### src/rtl/panda_wb_stage.sv
// Writeback stage of the Panda core. Retires instructions from execute/memory
// and drives the register-file write port. Loads wait for the data-memory
// response, then the returned word is lane-selected and sign/zero-extended.
//
// Ports:
//   clk_i, rst_ni            clock, asynchronous active-low reset
//   ex_valid_i / ex_ready_o  retire handshake (ready is combinational: IDLE)
//   ex_rd_addr_i, ex_rd_we_i destination register and write enable
//   ex_rd_data_sel_i         0=ALU, 1=LSU, 2=PC_INC, 3=ALU
//   ex_alu_result_i          ALU result / load address
//   ex_pc_inc_i              pc+4 link value
//   ex_lsu_width_i           0=byte, 1=half, 2/3=word
//   ex_lsu_load_unsigned_i   zero-extend when 1
//   data_rvalid_i, data_rdata_i  data-memory read response
//   rd_data_o, rd_addr_o, rd_we_o  registered writeback port
//   load_timeout_o           pulse when a load is abandoned
//   rvalid_err_o             pulse on a response arriving while idle
module panda_wb_stage #(
    parameter int unsigned LoadTimeout = 255
) (
    input  logic        clk_i,
    input  logic        rst_ni,
    input  logic        ex_valid_i,
    output logic        ex_ready_o,
    input  logic [4:0]  ex_rd_addr_i,
    input  logic        ex_rd_we_i,
    input  logic [1:0]  ex_rd_data_sel_i,
    input  logic [31:0] ex_alu_result_i,
    input  logic [31:0] ex_pc_inc_i,
    input  logic [1:0]  ex_lsu_width_i,
    input  logic        ex_lsu_load_unsigned_i,
    input  logic        data_rvalid_i,
    input  logic [31:0] data_rdata_i,
    output logic [31:0] rd_data_o,
    output logic [4:0]  rd_addr_o,
    output logic        rd_we_o,
    output logic        load_timeout_o,
    output logic        rvalid_err_o
);

    localparam int unsigned CntW = $clog2(LoadTimeout + 1);

    localparam logic [0:0] IDLE      = 1'b0;
    localparam logic [0:0] WAIT_LOAD = 1'b1;

    localparam logic [1:0] SEL_LSU    = 2'd1;
    localparam logic [1:0] SEL_PC_INC = 2'd2;
    localparam logic [1:0] WIDTH_BYTE = 2'd0;
    localparam logic [1:0] WIDTH_HALF = 2'd1;

    logic [0:0]      state_q, state_d;
    logic [4:0]      ld_addr_q, ld_addr_d;
    logic            ld_we_q, ld_we_d;
    logic [1:0]      ld_width_q, ld_width_d;
    logic            ld_uns_q, ld_uns_d;
    logic [1:0]      ld_lsb_q, ld_lsb_d;
    logic [CntW-1:0] cnt_q, cnt_d;

    logic [31:0]     rd_data_q, rd_data_d;
    logic [4:0]      rd_addr_q, rd_addr_d;
    logic            rd_we_q, rd_we_d;
    logic            timeout_q, timeout_d;
    logic            rvalid_err_q, rvalid_err_d;

    logic [7:0]      byte_lane;
    logic [15:0]     half_lane;
    logic [31:0]     load_ext;

    assign ex_ready_o     = (state_q == IDLE);
    assign rd_data_o      = rd_data_q;
    assign rd_addr_o      = rd_addr_q;
    assign rd_we_o        = rd_we_q;
    assign load_timeout_o = timeout_q;
    assign rvalid_err_o   = rvalid_err_q;

    // Lane select and extension of the returned word using the captured load fields
    always_comb begin
        byte_lane = data_rdata_i[{ld_lsb_q, 3'b000} +: 8];
        half_lane = ld_lsb_q[1] ? data_rdata_i[31:16] : data_rdata_i[15:0];
        load_ext  = data_rdata_i;
        case (ld_width_q)
            WIDTH_BYTE: load_ext = ld_uns_q ? {24'd0, byte_lane}
                                            : {{24{byte_lane[7]}}, byte_lane};
            WIDTH_HALF: load_ext = ld_uns_q ? {16'd0, half_lane}
                                            : {{16{half_lane[15]}}, half_lane};
            default:    load_ext = data_rdata_i;
        endcase
    end

    // Next-state and next-output logic
    always_comb begin
        state_d      = state_q;
        ld_addr_d    = ld_addr_q;
        ld_we_d      = ld_we_q;
        ld_width_d   = ld_width_q;
        ld_uns_d     = ld_uns_q;
        ld_lsb_d     = ld_lsb_q;
        cnt_d        = cnt_q;
        rd_data_d    = rd_data_q;
        rd_addr_d    = rd_addr_q;
        rd_we_d      = 1'b0;
        timeout_d    = 1'b0;
        rvalid_err_d = 1'b0;

        case (state_q)
            IDLE: begin
                rvalid_err_d = data_rvalid_i;
                if (ex_valid_i) begin
                    if (ex_rd_data_sel_i == SEL_LSU) begin
                        ld_addr_d  = ex_rd_addr_i;
                        ld_we_d    = ex_rd_we_i;
                        ld_width_d = ex_lsu_width_i;
                        ld_uns_d   = ex_lsu_load_unsigned_i;
                        ld_lsb_d   = ex_alu_result_i[1:0];
                        cnt_d      = '0;
                        state_d    = WAIT_LOAD;
                    end else begin
                        rd_we_d   = ex_rd_we_i && (ex_rd_addr_i != 5'd0);
                        rd_addr_d = ex_rd_addr_i;
                        rd_data_d = (ex_rd_data_sel_i == SEL_PC_INC) ? ex_pc_inc_i
                                                                     : ex_alu_result_i;
                    end
                end
            end
            WAIT_LOAD: begin
                // A response on the final counted edge still completes the load
                if (data_rvalid_i) begin
                    rd_we_d   = ld_we_q && (ld_addr_q != 5'd0);
                    rd_addr_d = ld_addr_q;
                    rd_data_d = load_ext;
                    state_d   = IDLE;
                end else if (cnt_q == CntW'(LoadTimeout - 1)) begin
                    timeout_d = 1'b1;
                    state_d   = IDLE;
                end else begin
                    cnt_d = cnt_q + CntW'(1);
                end
            end
            default: state_d = IDLE;
        endcase
    end

    // State and output registers
    always_ff @(posedge clk_i or negedge rst_ni) begin
        if (!rst_ni) begin
            state_q      <= IDLE;
            ld_addr_q    <= '0;
            ld_we_q      <= 1'b0;
            ld_width_q   <= '0;
            ld_uns_q     <= 1'b0;
            ld_lsb_q     <= '0;
            cnt_q        <= '0;
            rd_data_q    <= '0;
            rd_addr_q    <= '0;
            rd_we_q      <= 1'b0;
            timeout_q    <= 1'b0;
            rvalid_err_q <= 1'b0;
        end else begin
            state_q      <= state_d;
            ld_addr_q    <= ld_addr_d;
            ld_we_q      <= ld_we_d;
            ld_width_q   <= ld_width_d;
            ld_uns_q     <= ld_uns_d;
            ld_lsb_q     <= ld_lsb_d;
            cnt_q        <= cnt_d;
            rd_data_q    <= rd_data_d;
            rd_addr_q    <= rd_addr_d;
            rd_we_q      <= rd_we_d;
            timeout_q    <= timeout_d;
            rvalid_err_q <= rvalid_err_d;
        end
    end

endmodule

### config.mk
export PLATFORM = sky130hd
export DESIGN_NAME = panda_wb_stage
export DESIGN_NICKNAME = d
export VERILOG_FILES = /design/src/rtl/panda_wb_stage.sv
export SDC_FILE = /design/constraint.sdc
export NUM_CORES = 1
export LEC_CHECK = 0
export CORE_MARGIN = 5
export CORE_UTILIZATION = 44
export CTS_CLUSTER_DIAMETER = 200
export CTS_CLUSTER_SIZE = 30
export DETAILED_ROUTE_END_ITERATION = 10
export GPL_TIMING_DRIVEN = 0
export PLACE_DENSITY = 0.87
export SETUP_SLACK_MARGIN = 0.1
export SLEW_MARGIN = 10
export SYNTH_ARGS = -nofsm -noshare
export SYNTH_HDL_FRONTEND = slang
export SYNTH_SLANG_ARGS = --single-unit
export TNS_END_PERCENT = 20
### constraint.sdc
create_clock -name clk_i -period 2.5 [get_ports clk_i]
set_clock_uncertainty 0.15 [all_clocks]
set_input_delay 0.625 -clock clk_i [delete_from_list [all_inputs] [get_ports clk_i]]
set_output_delay 0.625 -clock clk_i [all_outputs]
set_load 0.005 [all_outputs]
# Yosys cells after proc, flatten, opt, wreduce, memory -nomap -nowiden
# Index checks and enable logic that the tools add are counted.
[word_totals]
ff_bits = 60
output_inout_bits = 41
inputBits = 111
wordCells = 64
[op_classes]
n_bitwise = 1
addsub = 1
n_mux = 31
shifts = 1
eq_ne = 10
n_reduce_logical = 8
[op_table]
columns = ["op", "count"]
rows = [
  ["2-to-1 mux 32 bit", 6],
  ["case mux 32 bit (2 select lines)", 2],
  ["2-to-1 mux 8 bit", 4],
  ["indexed part select 32 x 6 -> 8 bit", 1],
  ["2-to-1 mux 16 bit", 1],
  ["case mux 8 bit (2 select lines)", 1],
  ["2-to-1 mux 5 bit", 3],
  ["2-to-1 mux 1 bit", 11],
  ["!= test 2 bit (second input constant)", 5],
  ["case mux 5 bit (2 select lines)", 1],
  ["nonzero test 5 bit", 2],
  ["adder 8 x 1 -> 8 bit (second input constant)", 1],
  ["equality test 8 bit (second input constant)", 1],
  ["AND reduction 3 bit", 2],
  ["equality test 2 x 1 -> 1 bit (second input constant)", 2],
  ["case mux 1 bit (2 select lines)", 2],
  ["AND reduction 4 bit", 1],
  ["equality test 2 bit (second input constant)", 1],
  ["logical AND 1 bit", 2],
  ["zero test 2 bit", 1],
  ["!= test 2 x 1 -> 1 bit (second input constant)", 1],
  ["inverter 1 bit", 1],
]

# Depth between registers and ports, before layout
# Gate-level depths: netlist of the first run.
[logic_depth]
word_depth = 5
depth_mapped = 7
ltp_nobuf = 6

# Worst setup path before layout of the first run
# No wires, ideal clock.
[synth_timing]
path_kind = "input -> register"
startpoint = "input data_rdata_i[31]"
endpoint = "register rd_data_q[10] (netlist: rd_data_o[10])"
path_buffers = 0
required_time_ps = 2224
t_arrival_ps = 1665
setup_ps = 126
setup_slack_ps = 559
path_stages = 4
cell_sequence = "mux4_2 a21oi_4 a221oi_1 a221o_1"
[synth_between]
elab_chain_len = 5
[synth_lines]
columns = ["item", "line", "rtl"]
rows = [
  ["from (decl)", "33", "input logic [31:0] data_rdata_i,"],
  ["indexed part select 32 x 6 -> 8 bit", "78", "byte_lane = data_rdata_i[{ld_lsb_q, 3'b000} +: 8];"],
  ["2-to-1 mux 32 bit", "82", "WIDTH_BYTE: load_ext = ld_uns_q ? {24'd0, byte_lane}"],
  ["case mux 32 bit (2 select lines)", "81", "case (ld_width_q)"],
  ["2-to-1 mux 32 bit", "127", "if (data_rvalid_i) begin"],
  ["case mux 32 bit (2 select lines)", "105", "case (state_q)"],
  ["to (signal assigned)", "166", "rd_data_q <= rd_data_d;"],
  ["to (decl)", "59", "logic [31:0] rd_data_q, rd_data_d;"],
]
# No other way between the ends. The select of a mux whose other input is x is not followed.
# A chain may end at the register's enable or synchronous reset.

# Worst setup path after layout of the first run
[layout_timing]
startpoint = "input data_rdata_i[15]"
endpoint = "register rd_data_q[7] (netlist: rd_data_o[7])"
# Same word-level chain as after synthesis.

==> results of run 1 <==
[flip-flops by register name, summed over array words and instances, names as in the netlist]
register	count
rd_data_o	32
cnt_q	8
ld_we_q	1
state_q	1
load_timeout_o	1
ld_addr_q	5
ld_width_q	2
ld_lsb_q	2
ld_uns_q	1
rd_we_o	1
rvalid_err_o	1
rd_addr_o	5
[layer usage]
metal / track usage [%] / wire, µm
met2: 41.0 / 6860
met5: 0 / 0
met4: 11.6 / 476
met1: 29.9 / 5220
met3: 7.32 / 1240
[through the flow]
| stage | TNS [ns] | cell area (µm²) | total power [µW] | hold slack [ns] | instances |
|---|---|---|---|---|---|
| after floorplan | 0 | 3890 | 1990 | 0.179 | 476 |
| after global placement | -78.86 | 5540 | 2650 | 0.310 | 735 |
| after detailed placement | -13.46 | 5540 | 2700 | 0.317 | 735 |
| after CTS | 0 | 5800 | 3730 | 0.214 | 752 |
| after global routing | 0 | 5820 | 3920 | 0.253 | 752 |
| final | 0 | 5820 | 3720 | 0.192 | 752 |
[cell type report]
type / instances / area (µm²) / share of cell area [%]
multi-input combinational: 364 / 2190 / 37.7
timing repair buffer: 152 / 1520 / 26.1
sequential: 60 / 1500 / 25.8
buffer: 41 / 199 / 3.42
clock buffer: 10 / 138 / 2.37
tap: 108 / 135 / 2.32
clock inverter: 6 / 87.6 / 1.51
inverter: 11 / 45.0 / 0.775
[what timing repair did]
item | 4_1_cts | 5_1_grt
gates resized for setup | 14 | 11
setup endpoints to repair | 30 | 37
cloned | 0 | 0
setup buffers | 1 | 0
[worst register-to-register path, cell delays in order, from the launching register on]
cell      delay (ns)
dfrtp_1         0.42
buf_4           0.22
mux4_2          0.54
a21oi_4         0.27
a221oi_1        0.18
a221o_1         0.31
[kinds of logic after synthesis]
logic type / after synthesis
mux: 25
buf+inv: 52
simple gates: 211
xor+xnor: 1
compound gates: 125
fa+ha+maj: 2
flops: 60
[Yosys cell counts, drive strengths merged, types with 2 or more instances]
library cell	instances	area, µm²
a21boi	17	128
a21oi	29	156
a221o	9	90.1
a221oi	14	123
and3	25	156
buf	15	75.1
clkbuf	26	97.6
dfrtp	60	1500
ha	2	25.0
inv	11	41.3
mux2	14	158
mux2i	10	104
nand2	149	559
nand2b	4	25.0
nand3	4	20.0
nand3b	2	15.0
nor2	9	33.8
nor2b	4	25.0
nor3	2	10.0
o2111ai	2	17.5
o21ai	9	45.0
o31ai	24	180
o41ai	17	149
or3	2	12.5
or4	3	22.5
[power by group through the flow]
stage	Sequential [µW]	Clock, µW	Combinational (µW)
after floorplan	1310	0	675
after global placement	1300	0	1350
after detailed placement	1320	0	1380
after CTS	1300	1020	1400
after global routing	1330	1050	1540
final	1310	1000	1420
[how the worst max path moves through the flow]
| stage | from | endpoint | slack [ns] | cells past startpoint |
|---|---|---|---|---|
| finish | data_rdata_i[15] | rd_data_o[7] | 0.14 | 5 |
| detailed placement | data_rvalid_i | rd_addr_o[2] | -0.42 | 6 |
| floorplan | data_rdata_i[31] | rd_data_o[10] | 0.56 | 4 |
| CTS | ex_rd_data_sel_i[1] | rd_data_o[3] | 0.10 | 7 |
| global placement | rst_ni | rd_data_o[16] | -1.16 | 1 |
| global route | ex_rd_data_sel_i[0] | rd_data_o[31] | 0.08 | 6 |
==> results.json, run 1 <==
{
  "rows": 34,
  "wl_mm": 13.8,
  "p_switching_uw": 1230,
  "synth-simple-area-share_pct": 24.0,
  "htreeDepth": 3,
  "worst_slack_ns": 0.145,
  "power.share.sequential_pct": 35.1,
  "cp_max_fo": 9,
  "drc_errors": 0,
  "path_clk_slew_ns": 0.08,
  "hold_buffers": 0,
  "maxSlewHeadroom_pct": 48.7,
  "reg2reg_from": "ld_lsb_q[1]",
  "status": "completed",
  "cap_violations": 0,
  "core-area_um2": 8680,
  "crit_family": "compound AO/OA/AOI/OAI gates",
  "fillCellCount": 710,
  "wl_per_cell_um": 18.3,
  "yosysUniqueCellTypes": 42,
  "cp-start-kind": "input pin",
  "ys.flop_type": "dfrtp_1",
  "required_ns": 2.57,
  "port_buffers": 151,
  "fin_util_pct": 67.0,
  "place_ws_ns": -0.422,
  "grt.total_usage_pct": 24.9,
  "synth_cells": 476,
  "synth_edf_count": 0,
  "internal_power_uw": 2490,
  "yosysSeqAreaShare_pct": 38.6,
  "syn-cell-area_um2": 3890,
  "grt_pass1_wl_mm": 22.0,
  "drtIter0Drc": 366,
  "root_buffer": "clkbuf_8",
  "synth-seq-cells": 60,
  "cp_slowest_stage_delay_ns": 0.57,
  "ios": 152,
  "drive_above_1_share_pct": 9.63,
  "cts_inserted_buffers": 9,
  "worst_path_max_delay_cell": "a2111oi_0",
  "min_period_ns": 2.36,
  "crit_type": "input pin to flop",
  "place_hpwl_mm": 10.4,
  "muxShareOfSynthArea_pct": 7.29,
  "routed_via_density": 5.83,
  "grt_max_degree": 61,
  "ant_nets": 0,
  "p_clk_share_pct": 26.9,
  "yosysWarnings": 0,
  "period_share_pct": 94.2,
  "setup_viol": 0,
  "leakage_uw": 0.00247,
  "gp_congestion": 0.899,
  "grt-ovfl-total": 0,
  "synth-xor-area-share_pct": 0.225,
  "fp.dieW_um": 104,
  "finalHoldViolations": 0,
  "grt_pass1_vias": 4455,
  "synth_compound_area_share_pct": 23.8,
  "antenna_found_initial": 0,
  "comb_power_share_pct": 38.0,
  "grt_setup_unrepaired": "true",
  "max_freq_mhz": 425,
  "avgSynthCellArea_um2": 8.18,
  "cp-end-kind": "flop",
  "rr_endpoint": "rd_data_o[11]",
  "vdd_drop_max_uv": 412,
  "cts_tree": "built",
  "nNetsFinal": 752,
  "fp.dieH_um": 104,
  "die-area_um2": 10800,
  "final_common_cell": "clkdlybuf4s50_1",
  "antenna_cells": 0,
  "cts_max_path_buffers": 2,
  "slew_violations": 0,
  "hp-class": "input pin to async pin",
  "synth_fa_ha_area_share_pct": 0.643,
  "cp.buffers_inverters": 1,
  "crit_chain": "clkdlybuf4s50_1, mux2i_4, o22ai_2, a2111oi_0, o31ai_1",
  "reg2reg_slack_ns": 0.29,
  "dr.pass1.iters": 5,
  "mostFrequentLayoutCells": "clkdlybuf4s50_1 (149), nand2_1 (148), dfrtp_1 (60)",
  "cp.arrival_ns": 2.43,
  "syn_nets": 589,
  "power_density_nw_per_um2": 640,
  "syn_to_final_growth_pct": 49.4,
  "synth_top_family_by_area": "simple AND/OR/NAND/NOR gates",
  "worstSkewPairLatency_ns": 0.35,
  "async_reset_ff_share_pct": 100,
  "r2r_cells": 5,
  "tightest_slew_ns": 0.770,
  "p_sw_share_pct": 33.1,
  "vias": 4382,
  "numClockSinks": 60,
  "initial_utilization_pct": 44.9
}
Note: power is estimated with default switching activity, not from simulation.
==> run 2: changes to the inputs <==
Settings changed: PLACE_DENSITY 0.87 to 0.93.
==> run 2 against run 1 <==
Critical path depth is 1 higher. Count of clock-buffer cells in the layout rose by 1. Register-to-register slack better by 0.03 ns.
==> results.json, run 2 (synthesis gave the netlist of run 1 again) <==
{
  "routed_via_density": 5.88,
  "cp_max_fo": 10,
  "drc_errors": 0,
  "wl_mm": 14.1,
  "fp.dieW_um": 104,
  "antenna_cells": 0,
  "vdd_drop_max_uv": 406,
  "largest_reg_flops": 32,
  "maxSlewHeadroom_pct": 44.7,
  "r2r_cells": 5,
  "fillCellCount": 690,
  "setup_viol": 0,
  "final_common_cell": "clkdlybuf4s50_1",
  "drive_above_1_share_pct": 9.33,
  "drtIter0Drc": 333,
  "cts_inserted_buffers": 9,
  "wl_per_cell_um": 18.7,
  "nNetsFinal": 752,
  "cp-start-kind": "input pin",
  "period_share_pct": 94.2,
  "place_area_um2": 5540,
  "final_area_um2": 5810,
  "required_ns": 2.59,
  "finalHoldViolations": 0,
  "cp_slowest_stage_delay_ns": 0.50,
  "ant_nets": 0,
  "ios": 152,
  "die-area_um2": 10800,
  "routed.top_layer": "met4",
  "crit_family": "buffers and inverters",
  "min_period_ns": 2.36,
  "leakage_uw": 0.00247,
  "internal_power_uw": 2520,
  "tns_ns": 0,
  "dr.pass1.iters": 5,
  "grt_pass1_wl_mm": 22.2,
  "rr_endpoint": "rd_data_o[11]",
  "hp-class": "input pin to async pin",
  "path_clk_slew_ns": 0.07,
  "grt_max_degree": 61,
  "p_clk_share_pct": 27.1,
  "initial_utilization_pct": 44.9,
  "root_buffer": "clkbuf_8",
  "status": "completed",
  "port_buffers": 151,
  "reg2reg_from": "ld_lsb_q[1]",
  "p_sw_share_pct": 33.0,
  "gp_congestion": 0.969,
  "mostFrequentLayoutCells": "clkdlybuf4s50_1 (149), nand2_1 (148), dfrtp_1 (60)",
  "grt_setup_unrepaired": "true",
  "m1WireLength_mm": 5.33,
  "cap_violations": 0,
  "tightest_slew_ns": 0.828,
  "slew_violations": 0,
  "max_freq_mhz": 425,
  "rows": 34,
  "place_hpwl_mm": 10.7,
  "cts_max_path_buffers": 2,
  "vias": 4416,
  "grt_pass1_vias": 4524,
  "worstSkewPairLatency_ns": 0.35,
  "cp.buffers_inverters": 2,
  "worst_path_max_delay_cell": "clkdlybuf4s50_1",
  "grt-ovfl-total": 0,
  "cts_tree": "built",
  "reg2reg_slack_ns": 0.32,
  "dr_wl_met3_mm": 1.27,
  "power.share.sequential_pct": 34.9,
  "grt.total_usage_pct": 25.2,
  "core-area_um2": 8680,
  "wl_met2_mm": 6.92,
  "htreeDepth": 3,
  "numClockSinks": 60,
  "cp-end-kind": "flop",
  "syn_to_final_growth_pct": 49.1,
  "regArea_um2": 1500,
  "fin_util_pct": 66.9,
  "comb_power_share_pct": 38.0,
  "crit_type": "input pin to flop",
  "multi_input_area_um2": 2190,
  "cp.arrival_ns": 2.45,
  "antenna_found_initial": 0,
  "fp.dieH_um": 104,
  "p_switching_uw": 1240,
  "crit_chain": "clkdlybuf4s50_1, nand2b_1, clkbuf_1, nand2_1, and3_1, o31ai_1",
  "power_density_nw_per_um2": 647
}
## run 2: routing by layer
layer  vias to the layer above  global-route usage [%]
met4                         0                    14.1
met5                         -                       0
li1                       2038                       -
met3                        50                    8.01
met2                       231                    41.6
met1                      2097                    28.8
## run 2: how the worst max path moves through the flow
stage / startpoint / endpoint / slack (ns) / cells past startpoint
6_report: ex_rd_data_sel_i[0] / rd_data_o[0] / 0.14 / 6
5_1_grt: ex_rd_data_sel_i[0] / rd_data_o[27] / 0.08 / 6
3_5_place_dp: data_rvalid_i / rd_addr_o[4] / -0.41 / 6
2_1_floorplan: data_rdata_i[31] / rd_data_o[10] / 0.56 / 4
3_3_place_gp: rst_ni / rd_data_o[21] / -1.14 / 1
4_1_cts: data_rvalid_i / rd_data_o[24] / 0.05 / 6
## run 2: cell type report
type	instances	area share, %
Buffer	41	3.34
Clock buffer	11	2.61
Clock inverter	4	1.25
Inverter	11	0.776
Multi-Input combinational cell	364	37.7
Sequential cell	60	25.9
Tap cell	108	2.33
Timing Repair Buffer	152	26.1
## run 2: metrics by stage
stage / worst slack (ns) / total power, µW / std cells / hold WS, ns
6_report: 0.145 / 3760 / 751 / 0.198
5_1_grt: 0.0832 / 3940 / 751 / 0.265
4_1_cts: 0.0547 / 3740 / 751 / 0.231
3_5_place_dp: -0.413 / 2720 / 735 / 0.316
3_3_place_gp: -1.14 / 2650 / 735 / 0.310
2_1_floorplan: 0.559 / 1990 / 476 / 0.179
## run 2: worst register-to-register path, cell delays in order, from the launching register on
cell and delay [ns]:
dfrtp_1 0.42, buf_4 0.23, mux4_2 0.55, a21oi_4 0.26
a221oi_1 0.15, a221o_1 0.31
## run 2: timing repair
| item | in CTS | in global routing |
|---|---|---|
| hold buffers | 0 | 0 |
| cloned | 0 | 0 |
| endpoints found under the setup margin | 30 | 37 |
| gates resized for setup | 12 | 11 |
| buffers inserted | 1 | 0 |
## run 2: power groups by stage
stage | Clock [µW] | Sequential (µW) | Combinational, µW
floorplan | 0 | 1310 | 675
global placement | 0 | 1310 | 1340
detailed placement | 0 | 1320 | 1400
CTS | 1020 | 1310 | 1410
global route | 1060 | 1330 | 1540
finish | 1020 | 1310 | 1430
==> run 3: changes to the inputs <==
Settings changed: CORE_ASPECT_RATIO from default to 0.5.
==> run 3 against run 2 <==
Maximum frequency decreased by 1.1%. Power increased by 9.2%. Count of clock-buffer cells in the layout unchanged. Sequential cell count unchanged. Clock power increased by 32%. Cell area increased by 2.3%. Combinational power about the same.
==> results.json, run 3 (synthesis gave the netlist of run 1 again) <==
{
  "status": "completed",
  "reg2reg_slack_ns": 0.31,
  "worst_path_max_delay_cell": "clkdlybuf4s50_1",
  "grt.total_usage_pct": 25.0,
  "grt_pass1_wl_mm": 21.8,
  "grt_setup_unrepaired": "true",
  "place_inst": 744,
  "cap_violations": 0,
  "required_ns": 1.73,
  "nNetsFinal": 752,
  "place_hpwl_mm": 10.4,
  "reg2reg_from": "ld_lsb_q[1]",
  "cp.arrival_ns": 1.61,
  "min_period_ns": 2.38,
  "slew_violations": 0,
  "dr.pass1.iters": 5,
  "tightest_slew_ns": 0.817,
  "max_freq_mhz": 420,
  "cp_slowest_stage_delay_ns": 0.51,
  "hp-class": "input pin to async pin",
  "antenna_cells": 0,
  "mostFrequentLayoutCells": "clkdlybuf4s50_1 (149), nand2_1 (148), dfrtp_1 (60)",
  "grt_pass1_vias": 4274,
  "port_buffers": 151,
  "finalHoldViolations": 0,
  "cts_inserted_buffers": 9,
  "drtIter0Drc": 489,
  "total_power_uw": 4100,
  "cp_max_fo": 10,
  "place_area_um2": 5550,
  "maxSlewHeadroom_pct": 45.4,
  "setup_viol": 0,
  "power_density_nw_per_um2": 691,
  "crit_chain": "buf_4, clkinvlp_4, buf_6, clkdlybuf4s50_1",
  "largest_reg_flops": 32,
  "syn_to_final_growth_pct": 52.5,
  "die-area_um2": 10900,
  "grt-ovfl-total": 0,
  "p_switching_uw": 1290,
  "vdd_drop_max_uv": 376,
  "fp.dieW_um": 143,
  "root_buffer": "clkbuf_16",
  "numClockSinks": 60,
  "r2r_cells": 5,
  "internal_power_uw": 2820,
  "p_sw_share_pct": 31.4,
  "comb_power_share_pct": 35.3,
  "final_area_um2": 5940,
  "grt_max_degree": 61,
  "antenna_found_initial": 0,
  "p_clk_share_pct": 33.0,
  "cp-end-kind": "output port",
  "wl_mm": 14.0,
  "cts_tree": "built",
  "final_common_cell": "clkdlybuf4s50_1",
  "htreeDepth": 3,
  "cp-start-kind": "flop",
  "path_clk_slew_ns": 0.06,
  "core-area_um2": 8680,
  "power.share.sequential_pct": 31.7,
  "period_share_pct": 95.3,
  "worstSkewPairLatency_ns": 0.34,
  "leakage_uw": 0.00253,
  "drc_errors": 0,
  "fp.dieH_um": 76.5,
  "instances_no_fill": 761,
  "drive_above_1_share_pct": 9.32,
  "vias": 4419,
  "gp_congestion": 0.915,
  "hold_buffers": 0,
  "cts_max_path_buffers": 2,
  "ios": 152,
  "crit_type": "flop to output port",
  "ant_nets": 0,
  "rows": 24,
  "routed_via_density": 5.81,
  "initial_utilization_pct": 44.9,
  "rr_endpoint": "rd_data_o[14]",
  "wl_per_cell_um": 18.4
}
run 3: cell types whose count changed in the layout (fill, tap and decap cells not counted), moves of 2 or more:
cell       previous run  this run
clkbuf_1             18        20
clkbuf_16             0         9
clkbuf_2              7         5
clkbuf_8             11         1
clkinv_4              0         2
run 3: what timing repair did:
item,CTS,global route
endpoints found under the setup margin,33,46
setup buffers,1,0
resized for setup,10,18
endpoints found under the hold margin,0,0
gates cloned,0,0
run 3: power groups by stage:
stage	Clock (µW)	Combinational, µW	Sequential, µW
2_1_floorplan	0	675	1310
3_3_place_gp	0	1350	1300
3_5_place_dp	0	1400	1310
4_1_cts	1370	1420	1300
5_1_grt	1420	1560	1330
6_report	1350	1450	1300
run 3: layer usage:
layer  global-route usage [%]  share of wire (%)  vias up
li1                         -                  -     2044
met1                     30.4                 38     2095
met2                     41.5                 49      228
met3                     6.46                8.5       52
met4                     11.9                4.2        0
met5                        0                  0        -
run 3: how the worst max path moves through the flow:
stage	start	end	cells after the start
finish	state_q	ex_ready_o	4
global route	ex_rd_data_sel_i[1]	rd_data_o[19]	7
CTS	state_q	ex_ready_o	4
detailed placement	data_rvalid_i	rd_addr_o[4]	6
global placement	rst_ni	rd_data_o[29]	1
floorplan	data_rdata_i[31]	rd_data_o[10]	4
run 3: final cells by class:
class | count | area (µm²)
fill | 643 | 2740
multi-input combinational | 364 | 2200
timing repair buffer | 152 | 1520
sequential | 60 | 1500
clock buffer | 11 | 243
buffer | 41 | 199
tap | 117 | 146
clock inverter | 5 | 85.1
inverter | 11 | 45.0
run 3: critical path: cells and delay by family, from the launching register on:
kind,cells,cell delay (ns)
DFF,1,0.36
buffers and inverters,4,0.90
run 3: metrics by stage:
stage                     util (%)  setup WS [ns]  setup TNS (ns)  hold WS, ns
final                         68.4          0.118               0        0.225
after global routing          68.4         0.0656               0        0.266
after floorplan                  -          0.559               0        0.179
after detailed placement      63.9         -0.456          -13.63        0.319
after CTS                     68.0         0.0526               0        0.245
after global placement        64.0          -1.16          -80.01        0.309
